===== src/rtl/phase_seq_pkg.sv =====
// Shared definitions for the phase sequencer.
//   state_t   : sequencer control states (IDLE, RUN, HALTED)
//   MODE_*    : execution mode encodings presented on the mode switches
//   map_mode  : folds the reserved mode 2'b11 onto continuous
package phase_seq_pkg;

  typedef enum logic [1:0] {
    IDLE   = 2'd0,
    RUN    = 2'd1,
    HALTED = 2'd2
  } state_t;

  localparam logic [1:0] MODE_CONT  = 2'b00;
  localparam logic [1:0] MODE_INSTR = 2'b01;
  localparam logic [1:0] MODE_PHASE = 2'b10;

  function automatic logic [1:0] map_mode(input logic [1:0] m);
    return (m == 2'b11) ? MODE_CONT : m;
  endfunction

endpackage


===== src/rtl/edge_sync.sv =====
// Two-flop synchronizer followed by a rising-edge detector.
//   clock : system clock
//   reset : asynchronous active-low reset
//   din   : raw asynchronous level (exec button)
//   pulse : one-cycle pulse per rising edge of the synchronized level
module edge_sync (
  input  logic clock,
  input  logic reset,
  input  logic din,
  output logic pulse
);

  logic sync1;
  logic sync2;
  logic prev;

  always_ff @(posedge clock or negedge reset) begin
    if (!reset) begin
      sync1 <= 1'b0;
      sync2 <= 1'b0;
      prev  <= 1'b0;
    end else begin
      // NOTE: non-blocking assignments make every flop sample the pre-edge
      // value, so the chain really is three stages deep regardless of order.
      sync1 <= din;
      sync2 <= sync1;
      prev  <= sync2;
    end
  end

  // Only sync2 and prev feed the detector; sync1 may still be metastable.
  assign pulse = sync2 & ~prev;

endmodule


===== src/rtl/phase_sequencer.sv =====
// Run/stop phase sequencer: generates registered one-hot phase enables for
// the datapath, with continuous, instruction-step and phase-step modes,
// halt at instruction boundary, graceful stop and a retired-instruction count.
//   clock       : system clock, all state on rising edge
//   reset       : asynchronous active-low reset
//   exec        : raw asynchronous exec button/level
//   mode        : 00 continuous, 01 instruction-step, 10 phase-step, 11 as 00
//   halt        : halt request, only honoured in the last phase
//   phase       : current phase index
//   phase_en    : one-hot enable of the active phase, zero when not executing
//   running     : high in RUN
//   halted      : high in HALTED
//   instr_done  : high in the cycle the last phase is enabled
//   instr_count : retired instructions, wraps
module phase_sequencer
  import phase_seq_pkg::*;
#(
  parameter int NUM_PHASES = 5,
  parameter int PHASE_W    = $clog2(NUM_PHASES),
  parameter int CNT_W      = 16
) (
  input  logic                  clock,
  input  logic                  reset,
  input  logic                  exec,
  input  logic [1:0]            mode,
  input  logic                  halt,
  output logic [PHASE_W-1:0]    phase,
  output logic [NUM_PHASES-1:0] phase_en,
  output logic                  running,
  output logic                  halted,
  output logic                  instr_done,
  output logic [CNT_W-1:0]      instr_count
);

  localparam logic [PHASE_W-1:0] LAST_PHASE = PHASE_W'(NUM_PHASES - 1);

  state_t                  state, state_n;
  logic [PHASE_W-1:0]      phase_n;
  logic [NUM_PHASES-1:0]   phase_en_n;
  logic [CNT_W-1:0]        count_n;
  logic                    stop_pending, stop_pending_n;
  logic [1:0]              mode_q, mode_q_n;
  logic [1:0]              mode_new;
  logic                    exec_pulse;
  logic                    active;
  logic                    last;
  logic                    step;

  edge_sync u_exec_sync (
    .clock (clock),
    .reset (reset),
    .din   (exec),
    .pulse (exec_pulse)
  );

  // A phase "executes" in the cycle its enable is high; it retires on the
  // edge that ends that cycle, which is where phase, count and exits update.
  assign active   = |phase_en;
  assign last     = active && (phase == LAST_PHASE);
  assign mode_new = map_mode(mode);

  always_comb begin
    // NOTE: every variable gets a default before any branch so no path
    // leaves one unassigned, which would otherwise infer a latch.
    state_n        = state;
    phase_n        = phase;
    count_n        = instr_count;
    stop_pending_n = stop_pending;
    mode_q_n       = mode_q;
    step           = 1'b0;
    phase_en_n     = '0;

    if (active) begin
      if (!last) begin
        phase_n = phase + PHASE_W'(1);
      end else begin
        phase_n = '0;
        count_n = instr_count + CNT_W'(1);
        if (halt) begin
          state_n        = HALTED;
          stop_pending_n = 1'b0;
        end else if (stop_pending || (mode_q == MODE_INSTR)) begin
          state_n        = IDLE;
          stop_pending_n = 1'b0;
        end
      end
    end

    if (exec_pulse) begin
      case (state)
        RUN: begin
          // A stop request only survives if we are still running afterwards.
          if (state_n == RUN) stop_pending_n = 1'b1;
        end
        IDLE, HALTED: begin
          // A phase-step enable in flight finishes before a new start.
          if (!active) begin
            mode_q_n = mode_new;
            if (mode_new == MODE_PHASE) begin
              state_n = IDLE;
              step    = 1'b1;
            end else begin
              state_n = RUN;
            end
          end
        end
        default: ;
      endcase
    end

    if ((state_n == RUN) || step) phase_en_n[phase_n] = 1'b1;
  end

  always_ff @(posedge clock or negedge reset) begin
    if (!reset) begin
      state        <= IDLE;
      phase        <= '0;
      phase_en     <= '0;
      instr_done   <= 1'b0;
      instr_count  <= '0;
      stop_pending <= 1'b0;
      mode_q       <= MODE_CONT;
    end else begin
      state        <= state_n;
      phase        <= phase_n;
      phase_en     <= phase_en_n;
      instr_done   <= phase_en_n[NUM_PHASES-1];
      instr_count  <= count_n;
      stop_pending <= stop_pending_n;
      mode_q       <= mode_q_n;
    end
  end

  assign running = (state == RUN);
  assign halted  = (state == HALTED);

endmodule


===== config.mk =====
export PLATFORM = sky130hd
export DESIGN_NAME = phase_sequencer
export DESIGN_NICKNAME = d
export VERILOG_FILES = /design/src/rtl/phase_seq_pkg.sv /design/src/rtl/edge_sync.sv /design/src/rtl/phase_sequencer.sv
export SDC_FILE = /design/constraint.sdc
export NUM_CORES = 1
export LEC_CHECK = 0
export ABC_AREA = 0
export CAP_MARGIN = 10
export CORE_MARGIN = 4
export CORE_UTILIZATION = 35
export CTS_CLUSTER_DIAMETER = 40
export CTS_CLUSTER_SIZE = 14
export DETAILED_ROUTE_END_ITERATION = 16
export GPL_ROUTABILITY_DRIVEN = 0
export MAX_ROUTING_LAYER = met4
export PLACE_DENSITY_LB_ADDON = 0.1
export SLEW_MARGIN = 40
export SYNTH_ARGS = -nofsm -noshare
export SYNTH_HDL_FRONTEND = slang
export SYNTH_HIERARCHICAL = 1
export SYNTH_SLANG_ARGS = --single-unit

===== constraint.sdc =====
create_clock -name clock -period 5.2 [get_ports clock]
set_input_delay 1.04 -clock clock [delete_from_list [all_inputs] [get_ports clock]]
set_output_delay 1.04 -clock clock [all_outputs]
set_load 0.005 [all_outputs]

==> summary.md <==
| Metric | Value |
|---|---|
| Hold_buf cts | 0 |
| Layout area overhead | 30.0% |
| Slowest CP cell | clkdlybuf4s50_1 |
| DP Wirelength | 2090 um |
| Seq cells post-synth | 32 |
| Mean Syn Cell Area | 10.8 sq um |
| Average wire per standard cell | 13.0 um |
| Final Critical Period | 2.57 ns |
| Endpoint class of the critical path | primary output |
| Setup TNS | 0 ns |
| Maximum clock insertion buffer count | 2 |
| Clock transition at path regs | 0.06 ns |
| R2R depth | 5 |
| Vias | 1054 |
| Max IR drop VDD | 258 uV |
| Switching Share | 34.8% |
| Portion of netlist area occupied by mux cells | 0.758% |
| Startpoint types | flop |
| Final hold vios | 0 |
| First-pass GRT wire length | 5000 um |
| Register area | 801 sq um |
| Clock sink total | 32 |
| Leakage power | 0.842 nW |
| FMAX | 389 MHz |
| Remaining DRCs | 0 |
| Outcome | completed |
| Slew Viols, Final | 0 |
| Fin cells | 223 |
| Core area | 4060 sq um |
| Min Hold Slack | 0.352 ns |
| Nets | 181 |
| Vias in the first global route | 1058 |
| Fillers | 380 |
| Comb pwr share | 39.2% |
| Initial antenna violation count | 0 |
| Design area | 1930 sq um |
| Die X | 73.1 um |
| PostCTS Resize Cnt | 0 |
| Area leader, netlist | dfrtp_1 |
| Net Count, Synth | 146 |
| Dpl cells | 215 |
| Req. time, crit path | 4.16 ns |
| Buffers on Ports | 32 |
| Pre-CTS setup slack | 2.62 ns |
| Routed WL | 2890 um |
| Ys Warns | 6 |
| H-tree levels | 2 |
| Power Total | 0.888 mW |
| Drt via density | 4.73 |
| Synth Area in Simple Gates | 22.4% |
| Multi-input gate area | 628 sq um |
| Distinct cells, synth | 38 |
| Sequential Power Share | 38.8% |
| DIE HEIGHT | 73.1 um |
| Mapped Cells | 137 |
| Total grt overflow | 0 |
| Row count | 23 |
| Pin count of the biggest net entering global routing | 33 |
| # IOs | 33 |
| Data arrival, critical path | 1.53 ns |
| Int Power | 0.579 mW |
| Placed cell area | 1840 sq um |
| Worst-path maximum fanout | 5 |
| Initial Utilization | 36.6% |
| Post-DRT Antenna Nets | 0 |
| DIE AREA | 5350 sq um |
| Worst skew pair latency | 0.28 ns |
| Most frequent cell after synthesis | dfrtp_1 |
| Hold crit path type | reg -> reg |
| XOR/XNOR Fraction of Synth Area | 8.85% |
| Clock power frac | 22.0% |
| Worst Hold Depth | 0 |
| Ys flop type | dfrtp_1 |
| Fin util | 47.6% |
| Synth Area in Adders | 2.53% |
| Worst relative slew slack | 73.4% |
| CTS root buffer | clkbuf_8 |
| Layout cells sized above 1 | 9.83% |
| Overall routing resource usage | 12.6% |
| Pwr/cell area | 460 nW/um^2 |
| Total CTS buffers | 5 |
| Setup Buffers After CTS | 0 |
| CP Cell Sequence | nand2b_1 > inv_1 > clkdlybuf4s50_1 |
| Max-Cap Viols | 0 |
| Main combinational cell family by area after synthesis | simple AND/OR/NAND/NOR gates |
| Worst path max stage delay | 0.51 ns |
| Least-Margin Pin Slew | 0.397 ns |
| 1st-pass router iterations | 4 |
| Final number of setup-violating endpoints | 0 |
| Unrepaired setup endpoints after global routing | no |
| Post-synth EDFFs | 0 |
| Antenna diode instance count | 0 |
| Top cells by instance count after synthesis | 32 x dfrtp_1, 17 x nand2_1, 12 x xnor2_1 |
| Final setup margin | 2.63 ns |
| Switch Pwr | 0.309 mW |
| Crit Path Class | reg -> out |
| Ranking of synthesized cells by area | dfrtp_1 54%, xnor2_1 7.1%, nand2_1 4.3% |
| Worst Skew | 0.00795 ns |
| Ys async rst share | 100% |
| Compound-gate portion of the synthesized area | 7.75% |
| Number of DRC markers in iteration 0 | 45 |
| CTS tree | built |
| Period utilisation layout | 49.5% |
| Sequential share of the synthesized area | 53.9% |
| Post-Syn Area | 1490 sq um |
| Area share of the leading cell type in the synthesized netlist | 53.9% |
[layout make-up]
type	count	area share, %
multi-input combinational	95	32.5
clock buffer	6	4.28
inverter	5	0.972
sequential	32	41.5
clock inverter	2	0.518
tap	50	3.24
timing repair buffer	33	17.0
[routing by layer]
metal  GRT usage [%]  vias to the layer above  share of wire (%)
met5               -                        -                  0
met4            6.15                        0                2.3
met3            4.13                        7                5.5
met2            18.2                       25                 46
met1            15.9                      490                 47
li1                -                      532                  -
[kinds of logic (layout without fill, tap and decap cells)]
kind of cell	count (synthesis)	in the layout
and+or+nand+nor	62	62
DFF	32	32
xor gates and xnor gates	15	15
AOI/OAI and AO/OA	14	14
buffers and inverters	10	46
adders and majority gates	3	3
muxes	1	1
[layout by cell type (no fill, tap or decap), types with 2 or more instances in the layout]
master / n
clkdlybuf4s50_1: 32
dfrtp_1: 32
nand2_1: 17
xnor2_1: 12
nor2_1: 8
nand3_1: 7
clkbuf_8: 6
inv_1: 5
nor3_1: 5
nand4_1: 5
nor2b_1: 4
o21ai_0: 3
nand2b_1: 3
xor2_1: 3
ha_1: 3
or3_1: 2
nor2_2: 2
and3_1: 2
clkinv_2: 2
[power groups by stage]
stage	sequential [mW]	combinational (mW)	clock (mW)
floorplan	0.341	0.237	0
global placement	0.348	0.347	0
detailed placement	0.349	0.348	0
CTS	0.345	0.354	0.203
global route	0.355	0.387	0.215
finish	0.344	0.348	0.196
[critical path, delay by kind of cell, from the launching register on]
family                 cells  cell delay, ns
buffers and inverters      2            0.65
flip-flops                 1            0.38
AND/OR/NAND/NOR            1            0.22
[registers in the layout, summed over array words and instances (netlist names)]
register           flops
phase                  3
stop_pending           1
state                  2
phase_en               4
u_exec_sync/sync2      1
instr_count           16
u_exec_sync/sync1      1
u_exec_sync/prev       1
instr_done             1
mode_q                 2
[worst paths after layout]
| path | startpoint | endpoint | slack (ns) |
|---|---|---|---|
| worst max-delay path | state[1] | running | 2.63 |
| worst min-delay path | u_exec_sync/sync1 | u_exec_sync/sync2 | 0.35 |
| max in group asynchronous | reset | phase_en[3] | 3.76 |
| worst min register to register | u_exec_sync/sync1 | u_exec_sync/sync2 | 0.35 |
| worst max register to register | phase_en[1] | instr_count[6] | 3.44 |
| min in group asynchronous | reset | instr_count[0] | 1.15 |
Power figures use the tool's default switching activity.
